$ cat src/rtl/mem_bus_master.sv
// mem_bus_master: MEM-stage load/store bus master.
// Runs one single-beat req/ack transaction per load/store and stalls the pipeline
// until the aligned, extended result is ready for MEM/WB.
// Optional feature: define MEM_ALIGN_CHECK_EN to add misalign_o and suppress
// misaligned half/word accesses instead of treating them as aligned.
//
// state  | meaning
// S_IDLE | pass-through; a memory op stalls and captures the bus request
// S_BUS  | bus_req_o high, waiting for ack or the timeout limit
// S_DONE | one cycle, result (or error) presented to MEM/WB, stall released
module mem_bus_master #(
    parameter int TIMEOUT_CYC = 255
) (
    input  logic        clk,
    input  logic        rst,
    input  logic [7:0]  aluop_i,
    input  logic [31:0] mem_addr_i,
    input  logic [31:0] reg2_i,
    input  logic [4:0]  wd_i,
    input  logic        wreg_i,
    input  logic [31:0] wdata_i,
    output logic        bus_req_o,
    output logic        bus_we_o,
    output logic [31:0] bus_addr_o,
    output logic [3:0]  bus_sel_o,
    output logic [31:0] bus_wdata_o,
    input  logic [31:0] bus_rdata_i,
    input  logic        bus_ack_i,
    output logic        stallreq_o,
    output logic [4:0]  wd_o,
    output logic        wreg_o,
    output logic [31:0] wdata_o,
`ifdef MEM_ALIGN_CHECK_EN
    output logic        misalign_o,
`endif
    output logic        bus_err_o
);

    localparam int CW = (TIMEOUT_CYC > 1) ? $clog2(TIMEOUT_CYC + 1) : 1;
    localparam logic [CW-1:0] CNT_LAST = CW'(TIMEOUT_CYC - 1);
    localparam logic [1:0] SZ_B = 2'd0;
    localparam logic [1:0] SZ_H = 2'd1;
    localparam logic [1:0] SZ_W = 2'd2;

    typedef enum logic [1:0] {S_IDLE, S_BUS, S_DONE} state_t;

    state_t        r_state;
    state_t        w_next;
    logic [CW-1:0] r_cnt;
    logic [31:0]   r_addr;
    logic [3:0]    r_sel;
    logic          r_we;
    logic [31:0]   r_wdata;
    logic [31:0]   r_rdata;
    logic [1:0]    r_size;
    logic          r_signed;
    logic          r_err;

    logic          w_is_mem;
    logic          w_is_store;
    logic          w_signed;
    logic [1:0]    w_size;
    logic [3:0]    w_sel;
    logic [31:0]   w_wdata;
    logic          w_misalign;
    logic          w_start;
    logic          w_timeout;
    logic [7:0]    w_lane8;
    logic [15:0]   w_lane16;
    logic [31:0]   w_load;

    // Decode the EX/MEM aluop into access size, direction and signedness
    always_comb begin
        w_is_mem   = 1'b1;
        w_is_store = 1'b0;
        w_signed   = 1'b0;
        w_size     = SZ_W;
        case (aluop_i)
            8'hE0: begin w_size = SZ_B; w_signed = 1'b1; end
            8'hE4: w_size = SZ_B;
            8'hE1: begin w_size = SZ_H; w_signed = 1'b1; end
            8'hE5: w_size = SZ_H;
            8'hE3: w_size = SZ_W;
            8'hE8: begin w_size = SZ_B; w_is_store = 1'b1; end
            8'hE9: begin w_size = SZ_H; w_is_store = 1'b1; end
            8'hEB: begin w_size = SZ_W; w_is_store = 1'b1; end
            default: w_is_mem = 1'b0;
        endcase
    end

    // Big-endian byte lanes and lane-replicated store data
    always_comb begin
        case (w_size)
            SZ_B: begin
                w_sel   = 4'b1000 >> mem_addr_i[1:0];
                w_wdata = {4{reg2_i[7:0]}};
            end
            SZ_H: begin
                w_sel   = mem_addr_i[1] ? 4'b0011 : 4'b1100;
                w_wdata = {2{reg2_i[15:0]}};
            end
            default: begin
                w_sel   = 4'b1111;
                w_wdata = reg2_i;
            end
        endcase
    end

`ifdef MEM_ALIGN_CHECK_EN
    assign w_misalign = w_is_mem &&
                        ((w_size == SZ_H && mem_addr_i[0]) ||
                         (w_size == SZ_W && mem_addr_i[1:0] != 2'b00));
    assign misalign_o = w_misalign && (r_state == S_IDLE);
`else
    assign w_misalign = 1'b0;
`endif

    assign w_start   = (r_state == S_IDLE) && w_is_mem && !w_misalign;
    assign w_timeout = (r_cnt == CNT_LAST) && !bus_ack_i;

    // State register
    always_ff @(posedge clk or negedge rst) begin
        if (!rst) r_state <= S_IDLE;
        else      r_state <= w_next;
    end

    // Capture the request on start, count bus cycles, latch read data or error
    always_ff @(posedge clk or negedge rst) begin
        if (!rst) begin
            r_cnt    <= '0;
            r_addr   <= '0;
            r_sel    <= '0;
            r_we     <= 1'b0;
            r_wdata  <= '0;
            r_rdata  <= '0;
            r_size   <= SZ_W;
            r_signed <= 1'b0;
            r_err    <= 1'b0;
        end else begin
            case (r_state)
                S_IDLE: begin
                    r_cnt <= '0;
                    if (w_start) begin
                        r_addr   <= {mem_addr_i[31:2], 2'b00};
                        r_sel    <= w_sel;
                        r_we     <= w_is_store;
                        r_wdata  <= w_is_store ? w_wdata : 32'h0;
                        r_size   <= w_size;
                        r_signed <= w_signed;
                        r_err    <= 1'b0;
                    end
                end
                S_BUS: begin
                    r_cnt <= r_cnt + CW'(1);
                    if (bus_ack_i)      r_rdata <= bus_rdata_i;
                    else if (w_timeout) r_err   <= 1'b1;
                end
                default: ;
            endcase
        end
    end

    // Extract and extend the addressed lane(s) of the latched read data
    always_comb begin
        case (r_sel)
            4'b1000: w_lane8 = r_rdata[31:24];
            4'b0100: w_lane8 = r_rdata[23:16];
            4'b0010: w_lane8 = r_rdata[15:8];
            default: w_lane8 = r_rdata[7:0];
        endcase
        w_lane16 = r_sel[3] ? r_rdata[31:16] : r_rdata[15:0];
        case (r_size)
            SZ_B:    w_load = r_signed ? {{24{w_lane8[7]}}, w_lane8} : {24'h0, w_lane8};
            SZ_H:    w_load = r_signed ? {{16{w_lane16[15]}}, w_lane16} : {16'h0, w_lane16};
            default: w_load = r_rdata;
        endcase
    end

    // Next state, stall and MEM/WB outputs
    always_comb begin
        w_next     = r_state;
        stallreq_o = 1'b0;
        bus_err_o  = 1'b0;
        wd_o       = wd_i;
        wreg_o     = wreg_i;
        wdata_o    = wdata_i;
        case (r_state)
            S_IDLE: begin
                if (w_is_mem) begin
                    wreg_o = 1'b0;
                    if (w_start) begin
                        w_next     = S_BUS;
                        stallreq_o = 1'b1;
                        wdata_o    = 32'h0;
                    end
                end
            end
            S_BUS: begin
                stallreq_o = 1'b1;
                wreg_o     = 1'b0;
                wdata_o    = 32'h0;
                if (bus_ack_i || w_timeout) w_next = S_DONE;
            end
            default: begin
                w_next = S_IDLE;
                if (r_err || r_we) begin
                    bus_err_o = r_err;
                    wreg_o    = 1'b0;
                    wdata_o   = 32'h0;
                end else begin
                    wdata_o = w_load;
                end
            end
        endcase
    end

    assign bus_req_o   = (r_state == S_BUS);
    assign bus_we_o    = r_we;
    assign bus_addr_o  = r_addr;
    assign bus_sel_o   = r_sel;
    assign bus_wdata_o = r_wdata;

endmodule
$ cat config.mk
export PLATFORM = sky130hd
export DESIGN_NAME = mem_bus_master
export DESIGN_NICKNAME = d
export VERILOG_FILES = /design/src/rtl/mem_bus_master.sv
export SDC_FILE = /design/constraint.sdc
export NUM_CORES = 1
export LEC_CHECK = 0
export BUFFER_PORTS_ARGS = -buffer_cell sky130_fd_sc_hd__buf_2
export CORE_UTILIZATION = 52
export CTS_CLUSTER_DIAMETER = 80
export DETAILED_ROUTE_END_ITERATION = 10
export GPL_ROUTABILITY_DRIVEN = 0
export PLACE_DENSITY_LB_ADDON = 0.25
export SYNTH_ARGS = -nofsm -noshare
export SYNTH_HDL_FRONTEND = slang
export SYNTH_SLANG_ARGS = --single-unit
$ cat constraint.sdc
create_clock -name clk -period 3.16 [get_ports clk]
set_input_delay 0.158 -clock clk [delete_from_list [all_inputs] [get_ports clk]]
set_output_delay 0.158 -clock clk [all_outputs]
set_load 0.005 [all_outputs]
==> impl_metrics.env, run 1 <==
export IMPL_slew_headroom=0.448
export IMPL_status="complete, no violations"
export IMPL_drv_cap=0
export IMPL_synthTopCellsByArea="dfrtp_1 47%, nand2_1 11%, mux2_2 6.1%, o21ai_0 5.0%, mux2i_1 4.4%"
export IMPL_crit_buf_inv=1
export IMPL_antenna_left=0
export IMPL_hold_ws_ns=0.0169
export IMPL_hpwl_um=12500
export IMPL_nets=1073
export IMPL_cts_setup_buffers=0
export IMPL_io_buffers=242
export IMPL_slew_viol_final=0
export IMPL_ctsLongestPathBuffers=2
export IMPL_std_cell_rows=38
export IMPL_syn_cell_area_sq_mm=0.00593
export IMPL_rr_worst_depth=5
export IMPL_critPathKind="flop to primary output"
export IMPL_rsz0062_at_grt="no"
export IMPL_timing_rr_end="r_rdata[25]"
export IMPL_synth_area_leader_cell="dfrtp_1"
export IMPL_tightest_slew_ns=0.828
export IMPL_num_vias=6085
export IMPL_root_buffer="clkbuf_16"
export IMPL_holdCritStartpoint="bus_rdata_i[2]"
export IMPL_wl_per_cell_um=17.8
export IMPL_tns_ns=0
export IMPL_post_route_period_util=0.937
export IMPL_path_cells="xor2_4 > o211ai_4 > a311o_1 > and3_1 > a221o_1 > buf_2"
export IMPL_drtIter0Drc=502
export IMPL_antenna_found_initial=3
export IMPL_grt_overflow=0
export IMPL_setup_violations=0
export IMPL_synthTopCellsByCount="166 x nand2_1, 112 x dfrtp_1, 59 x o21ai_0"
export IMPL_yosys_area_top_type_share=0.473
export IMPL_routed_wl_um=19200
export IMPL_area_growth_pct=41.1
export IMPL_p_leak_nw=4.26
export IMPL_worst_path_stages=6
export IMPL_final_core_util=0.762
export IMPL_cts_resized=0
export IMPL_reg2reg_setup_slack_ns=1.24
export IMPL_synth_edf_count=0
export IMPL_die_y_um=109
export IMPL_worstReg2RegStart="r_state[1]"
export IMPL_finalClockSkew_ns=0.00695
export IMPL_synth_seq_cells=113
export IMPL_drc=0
export IMPL_cp_data_arrival_time_ns=2.80
export IMPL_htree_levels=4
export IMPL_syn_area_per_cell_sq_um=9.29
export IMPL_hold_viol=0
export IMPL_cts_made_buffers=17
export IMPL_die_area_sq_mm=0.0118
export IMPL_clk_latency_ns=0.41
export IMPL_synth_cell_types=57
export IMPL_power_ir_vdd_worst_mv=0.447
export IMPL_path_max_fanout=21
export IMPL_hold_end="r_rdata[2]"
export IMPL_min_path_cells=2
export IMPL_synthFlopType="dfrtp_1"
export IMPL_start_util=0.540
export IMPL_firstDrtPassIters=8
export IMPL_final_layout_size_suffix_gt1_frac=0.354
export IMPL_crit_slowest_cell="dfrtp_1"
export IMPL_synthArstFlopShare=1.00
export IMPL_grt_pass1_wl_um=29900
export IMPL_max_stage_delay_ns=0.88
export IMPL_cp_required_ns=3.00
export IMPL_die_w_um=109
export IMPL_end_kind="primary output"
export IMPL_grt_max_degree=61
export IMPL_powerDensity_mw_per_mm2=606
export IMPL_io_pins=255
export IMPL_syn_inst=638
export IMPL_via_per_inst=5.63
export IMPL_clock_sinks=113
export IMPL_fmax_ghz=0.338
export IMPL_cts_reportedPaths_clkPinSlew_ns=0.05
export IMPL_ys_seq_area_frac=0.477
export IMPL_grt_pass1_vias=5939
export IMPL_crit_path_start_kind="flop"
export IMPL_yosysWarnings=0
export IMPL_cts_tree="yes"
export IMPL_path_delay_family="flip-flops"
export IMPL_core_area_sq_mm=0.0110
export IMPL_hp_class="input port to flop"
export IMPL_yosysMostFrequentCell="nand2_1"
export IMPL_fin_crit_ns=2.96
export IMPL_track_usage=0.335
[sequential cells by signal, summed over array words and instances (netlist names)]
| register | count |
|---|---|
| bus_wdata_o | 32 |
| r_rdata | 32 |
| bus_addr_o | 30 |
| r_cnt | 8 |
| bus_sel_o | 4 |
| r_size | 2 |
| r_state | 2 |
| bus_we_o | 1 |
| r_err | 1 |
| r_signed | 1 |
[cell families after synthesis]
family,Yosys count,share of synthesized area
other,1,0.000632
muxes,58,0.105
AOI/OAI and AO/OA,176,0.196
buffers and inverters,56,0.0452
xor gates and xnor gates,3,0.00760
DFF,113,0.477
adders and majority gates,2,0.00422
and+or+nand+nor,229,0.165
[power by group]
part	leakage [nW]	total, W	switching, W	internal, W
Combinational	2.55	0.00123	0.000628	0.000606
Sequential	1.45	0.00213	0.000369	0.00176
Clock	0.268	0.00170	0.000630	0.00107
[repair_timing]
item,4_1_cts,5_1_grt
endpoints found under the hold margin,114,0
hold buffers,63,0
setup endpoints to repair,0,0
[layout by cell type (no fill, tap or decap), types with 4 or more instances in the layout]
master	count
buf_2	241
mux2_2	32
clkbuf_8	4
nor2_1	25
a22oi_1	15
nand2b_1	5
o22ai_1	7
nand2_1	166
o2111ai_1	5
dfrtp_1	112
o21ai_2	11
mux2i_1	26
a221o_1	7
clkbuf_16	17
a21oi_1	23
clkbuf_1	5
inv_1	8
nand3_1	6
dlygate4sd3_1	63
clkinv_2	6
a22o_1	14
nor2b_1	5
o21ai_1	11
buf_4	9
o21ai_0	59
[worst reg2reg max path, cell delays in order (launching register included)]
cell	delay [ns]
dfrtp_1	0.59
nand2b_1	0.27
inv_1	0.08
nand2_1	0.07
buf_4	0.37
mux2_2	0.41
[stage by stage]
stage	cell area [sq um]	total power, W	instances	setup WS (ns)
final	8370	0.00507	1081	0.199
after floorplan	5930	0.00272	639	1.19
after CTS	8360	0.00504	1079	0.241
after global routing	8370	0.00532	1081	0.0313
after global placement	7200	0.00321	984	0.768
after detailed placement	7200	0.00327	984	0.701
[per-layer routing]
metal / up-vias / wire length [um] / global-route usage
met4: 2 / 599 / 0.171
met5: - / 10 / 0
met3: 53 / 1700 / 0.0944
met2: 353 / 9680 / 0.572
met1: 2851 / 7240 / 0.384
li1: 2826 / - / -
[how the worst max path moves through the flow]
| stage | start | endpoint | slack (ns) |
|---|---|---|---|
| 5_1_grt | bus_sel_o[3] | wdata_o[10] | 0.03 |
| 3_3_place_gp | bus_sel_o[3] | wdata_o[8] | 0.77 |
| 2_1_floorplan | bus_sel_o[3] | wdata_o[10] | 1.19 |
| 6_report | bus_sel_o[3] | wdata_o[10] | 0.20 |
| 4_1_cts | bus_sel_o[3] | wdata_o[8] | 0.24 |
| 3_5_place_dp | bus_sel_o[3] | wdata_o[13] | 0.70 |
[cell type report]
cell class / instances / area, sq um
multi-input combinational: 470 / 2850
sequential: 113 / 2830
fill: 755 / 2610
timing repair buffer: 315 / 1940
clock buffer: 26 / 499
tap: 140 / 175
inverter: 9 / 33.8
clock inverter: 6 / 30.0
antenna: 2 / 5.00
No activity file was read; power rests on OpenSTA's default activity.
==> run 2, diff against run 1 <==
--- a/config.mk
+++ b/config.mk
@@ -10,6 +10,7 @@
 export CTS_CLUSTER_DIAMETER = 80
 export DETAILED_ROUTE_END_ITERATION = 10
 export GPL_ROUTABILITY_DRIVEN = 0
+export HOLD_SLACK_MARGIN = 0.05
 export PLACE_DENSITY_LB_ADDON = 0.25
 export SYNTH_ARGS = -nofsm -noshare
 export SYNTH_HDL_FRONTEND = slang
==> impl_metrics.env, run 2 (same netlist as run 1, synthesis figures left out) <==
export IMPL_hold_viol=0
export IMPL_clock_sinks=113
export IMPL_io_pins=255
export IMPL_fin_cells=1099
export IMPL_htree_levels=4
export IMPL_ctsLongestPathBuffers=2
export IMPL_critPathKind="flop to primary output"
export IMPL_hpwl_um=12500
export IMPL_rsz0062_at_grt="no"
export IMPL_slew_viol_final=0
export IMPL_io_buffers=242
export IMPL_powerDensity_mw_per_mm2=595
export IMPL_clk_latency_ns=0.41
export IMPL_core_area_sq_mm=0.0110
export IMPL_cts_reportedPaths_clkPinSlew_ns=0.05
export IMPL_die_area_sq_mm=0.0118
export IMPL_final_cell_mix="241 x buf_2, 166 x nand2_1, 112 x dfrtp_1, 82 x dlygate4sd3_1, 59 x o21ai_0"
export IMPL_die_w_um=109
export IMPL_cts_hold_buf=82
export IMPL_cts_made_buffers=17
export IMPL_start_util=0.540
export IMPL_firstDrtPassIters=5
export IMPL_cts_resized=0
export IMPL_power_total_w=0.00509
export IMPL_fin_crit_ns=2.98
export IMPL_std_cell_rows=38
export IMPL_area_growth_pct=44.3
export IMPL_slew_headroom=0.458
export IMPL_setup_violations=0
export IMPL_fmax_ghz=0.336
export IMPL_drtIter0Drc=441
export IMPL_hp_class="input port to flop"
export IMPL_drv_cap=0
export IMPL_antenna_found_initial=2
export IMPL_holdCritStartpoint="reg2_i[19]"
export IMPL_cp_required_ns=3.00
export IMPL_p_leak_nw=4.34
export IMPL_grt_pass1_wl_um=30400
export IMPL_grt_overflow=0
export IMPL_cp_data_arrival_time_ns=2.82
export IMPL_tns_ns=0
export IMPL_reg2reg_setup_slack_ns=1.24
export IMPL_end_kind="primary output"
export IMPL_final_common_cell="buf_2"
export IMPL_worstReg2RegStart="r_state[1]"
export IMPL_status="complete, no violations"
export IMPL_track_usage=0.342
export IMPL_num_vias=6207
export IMPL_cts_tree="yes"
export IMPL_antenna_left=0
export IMPL_min_path_cells=3
export IMPL_fillers=715
export IMPL_via_per_inst=5.65
export IMPL_placed_cells_incl_taps=984
export IMPL_grt_pass1_vias=6097
export IMPL_routed_wl_um=19600
export IMPL_tightest_slew_ns=0.813
export IMPL_path_max_fanout=21
export IMPL_register_area_sq_mm=0.00283
export IMPL_hold_end="bus_wdata_o[19]"
export IMPL_finalClockSkew_ns=0.00860
export IMPL_crit_path_start_kind="flop"
export IMPL_die_y_um=109
export IMPL_post_route_period_util=0.942
export IMPL_hold_ws_ns=0.0510
export IMPL_drc=0
export IMPL_multiInputGateArea_sq_mm=0.00285
export IMPL_rr_worst_depth=5
export IMPL_nets=1092
export IMPL_power_ir_vdd_worst_mv=0.480
export IMPL_final_layout_size_suffix_gt1_frac=0.347
export IMPL_cts_setup_buffers=0
export IMPL_grt_max_degree=61
export IMPL_root_buffer="clkbuf_16"
export IMPL_wl_per_cell_um=17.9
export IMPL_timing_rr_end="r_rdata[26]"
[run 2: cell count changes in the layout (fill, tap and decap cells not counted)]
cell	previous run	this run
diode_2	2	1
dlygate4sd3_1	63	82
[run 2: worst max-delay path by stage]
stage,startpoint,to,slack [ns]
final,bus_sel_o[3],wdata_o[10],0.18
after global routing,bus_sel_o[3],wdata_o[10],0.03
after CTS,bus_sel_o[3],wdata_o[8],0.24
after detailed placement,bus_sel_o[3],wdata_o[13],0.70
after global placement,bus_sel_o[3],wdata_o[8],0.77
after floorplan,bus_sel_o[3],wdata_o[10],1.19
[run 2: final cells by class]
type                            instances  share of cell area
Inverter                                9             0.00395
Multi-Input combinational cell        470               0.333
Timing Repair Buffer                  334               0.249
Clock inverter                          6             0.00351
Tap cell                              140              0.0205
Clock buffer                           26              0.0583
Sequential cell                       113               0.331
Antenna cell                            1            0.000292
[run 2: report_power, final]
part	internal [W]	switching, W	total [W]	leakage (nW)
logic	0.000622	0.000635	0.00126	2.63
registers	0.00177	0.000370	0.00214	1.45
clock network	0.00107	0.000622	0.00170	0.268
[run 2: metrics by stage]
stage	util	cell area (sq um)	setup slack (ns)
2_1_floorplan	-	5930	1.19
5_1_grt	0.779	8560	0.0309
4_1_cts	0.779	8550	0.241
6_report	0.779	8560	0.182
3_5_place_dp	0.656	7200	0.701
3_3_place_gp	0.656	7200	0.768
[run 2: worst max-delay path, cell delays in order (launching register included)]
cell      delay, ns
dfrtp_1        0.87
clkinv_1       0.52
a22oi_1        0.34
o21ai_0        0.17
a221o_1        0.37
buf_2          0.14
[run 2: per-layer routing]
layer / part of all wire / routed length (um) / track usage / up-vias
li1: - / - / - / 2870
met3: 0.082 / 1610 / 0.0974 / 61
met5: 0.00066 / 13 / 0 / -
met4: 0.036 / 714 / 0.178 / 2
met2: 0.50 / 9830 / 0.590 / 346
met1: 0.38 / 7450 / 0.385 / 2928
==> run 3, diff against run 2 <==
--- a/config.mk
+++ b/config.mk
@@ -12,6 +12,7 @@
 export GPL_ROUTABILITY_DRIVEN = 0
 export HOLD_SLACK_MARGIN = 0.05
 export PLACE_DENSITY_LB_ADDON = 0.25
+export SLEW_MARGIN = 40
 export SYNTH_ARGS = -nofsm -noshare
 export SYNTH_HDL_FRONTEND = slang
 export SYNTH_SLANG_ARGS = --single-unit
==> constraint.sdc (replaced) <==
create_clock -name clk -period 3.16 [get_ports clk]
set_input_delay 0.158 -clock clk [delete_from_list [all_inputs] [get_ports clk]]
set_output_delay 0.158 -clock clk [all_outputs]
set_load 0.02 [all_outputs]
==> impl_metrics.env, run 3 (same netlist as run 1, synthesis figures left out) <==
export IMPL_num_vias=6234
export IMPL_final_cell_mix="241 x buf_2, 166 x nand2_1, 111 x dfrtp_1, 84 x dlygate4sd3_1, 59 x o21ai_0"
export IMPL_path_delay_family="compound AO/OA/AOI/OAI gates"
export IMPL_cts_setup_buffers=0
export IMPL_drv_cap=0
export IMPL_rsz0062_at_grt="no"
export IMPL_clk_latency_ns=0.41
export IMPL_area_growth_pct=46.2
export IMPL_crit_slowest_cell="dfrtp_2"
export IMPL_p_leak_nw=4.38
export IMPL_finalClockSkew_ns=0.0125
export IMPL_register_area_sq_mm=0.00283
export IMPL_io_buffers=242
export IMPL_status="complete, no violations"
export IMPL_power_ir_vdd_worst_mv=0.449
export IMPL_powerDensity_mw_per_mm2=649
export IMPL_rr_worst_depth=5
export IMPL_p_seq_frac=0.378
export IMPL_min_path_cells=3
export IMPL_ctsLongestPathBuffers=2
export IMPL_routed_wl_um=19600
export IMPL_firstDrtPassIters=7
export IMPL_fin_crit_ns=2.73
export IMPL_tns_ns=0
export IMPL_reg2reg_setup_slack_ns=1.21
export IMPL_p_sw_w=0.00188
export IMPL_start_util=0.540
export IMPL_core_area_sq_mm=0.0110
export IMPL_final_layout_size_suffix_gt1_frac=0.350
export IMPL_setup_violations=0
export IMPL_htree_levels=4
export IMPL_post_route_period_util=0.865
export IMPL_cts_made_buffers=17
export IMPL_via_per_inst=5.66
export IMPL_crit_path_start_kind="flop"
export IMPL_placed_cells_incl_taps=985
export IMPL_comb_power_share=0.266
export IMPL_swShare=0.334
export IMPL_clock_sinks=113
export IMPL_grt_overflow=0
export IMPL_std_cell_rows=38
export IMPL_nets=1095
export IMPL_drtIter0Drc=475
export IMPL_die_w_um=109
export IMPL_multiInputGateArea_sq_mm=0.00285
export IMPL_io_pins=255
export IMPL_slew_viol_final=0
export IMPL_fmax_ghz=0.366
export IMPL_path_cells="o21ai_2 > o211ai_4 > a311o_1 > and3_1 > a221o_1 > buf_2"
export IMPL_tightest_slew_ns=0.800
export IMPL_hold_viol=0
export IMPL_drc=0
export IMPL_die_area_sq_mm=0.0118
export IMPL_power_total_w=0.00562
export IMPL_end_kind="primary output"
export IMPL_track_usage=0.340
export IMPL_fillers=686
export IMPL_grt_max_degree=71
export IMPL_wl_per_cell_um=17.8
export IMPL_hpwl_um=12600
export IMPL_final_core_util=0.789
export IMPL_antenna_found_initial=1
export IMPL_path_max_fanout=21
export IMPL_intPower_w=0.00375
export IMPL_cp_required_ns=3.00
export IMPL_cts_resized=0
export IMPL_root_buffer="clkbuf_16"
export IMPL_worst_path_stages=6
export IMPL_hold_ws_ns=0.0689
export IMPL_crit_buf_inv=1
export IMPL_grt_pass1_wl_um=30500
export IMPL_insertedDiodeCount=0
export IMPL_critPathKind="flop to primary output"
export IMPL_hp_class="input port to flop"
export IMPL_die_y_um=109
export IMPL_grt_pass1_vias=6210
export IMPL_final_common_cell="buf_2"
export IMPL_cts_reportedPaths_clkPinSlew_ns=0.05
export IMPL_cp_data_arrival_time_ns=2.57
export IMPL_fin_cells=1101
export IMPL_max_stage_delay_ns=0.56
export IMPL_antenna_left=0
export IMPL_power_frac_clock=0.356
export IMPL_cts_tree="yes"
export IMPL_slew_headroom=0.465
-- run 3: worst reg2reg max path: stages, from the launching register on --
cell	delay [ns]
dfrtp_1	0.61
nand2b_1	0.27
inv_1	0.08
nand2_1	0.07
buf_4	0.38
mux2_2	0.42
-- run 3: metrics by stage --
step	setup WS (ns)	area [sq um]
6_report	0.428	8670
2_1_floorplan	1.03	5930
5_1_grt	0.320	8670
4_1_cts	0.216	8670
3_5_place_dp	0.637	7200
3_3_place_gp	0.732	7200
-- run 3: worst paths after layout --
kind                                    to      startpoint
min                        bus_wdata_o[15]      reg2_i[15]
max in group asynchronous        r_size[1]             rst
min reg2reg                 bus_addr_o[22]  bus_addr_o[22]
max                            wdata_o[12]    bus_sel_o[3]
min in group asynchronous         r_cnt[3]             rst
max reg2reg                    r_rdata[27]      r_state[1]
-- run 3: final cells by class --
cell class,count,share of cell area
well taps,140,0.0202
clock inverters,10,0.0182
multi-input cells,470,0.329
repair buffers,337,0.248
flip-flops and latches,113,0.327
clock buffers,22,0.0536
inverters,9,0.00390
-- run 3: power by group through the flow --
stage | Clock, W | Combinational [W] | Sequential [W]
after floorplan | 0 | 0.000778 | 0.00219
after global placement | 0 | 0.00135 | 0.00210
after detailed placement | 0 | 0.00139 | 0.00212
after CTS | 0.00203 | 0.00148 | 0.00210
after global routing | 0.00210 | 0.00163 | 0.00216
final | 0.00200 | 0.00150 | 0.00213
-- run 3: layer usage --
layer  up-vias  routed length, um  GRT usage
met5         -                 10          0
met4         2                733      0.195
met3        66               1660     0.0885
met2       381               9880      0.582
met1      2925               7350      0.382
li1       2860                  -          -
-- run 3: what timing repair did --
action,4_1_cts,5_1_grt
hold buffers,84,0
hold endpoints to repair,152,0
endpoints found under the setup margin,0,0
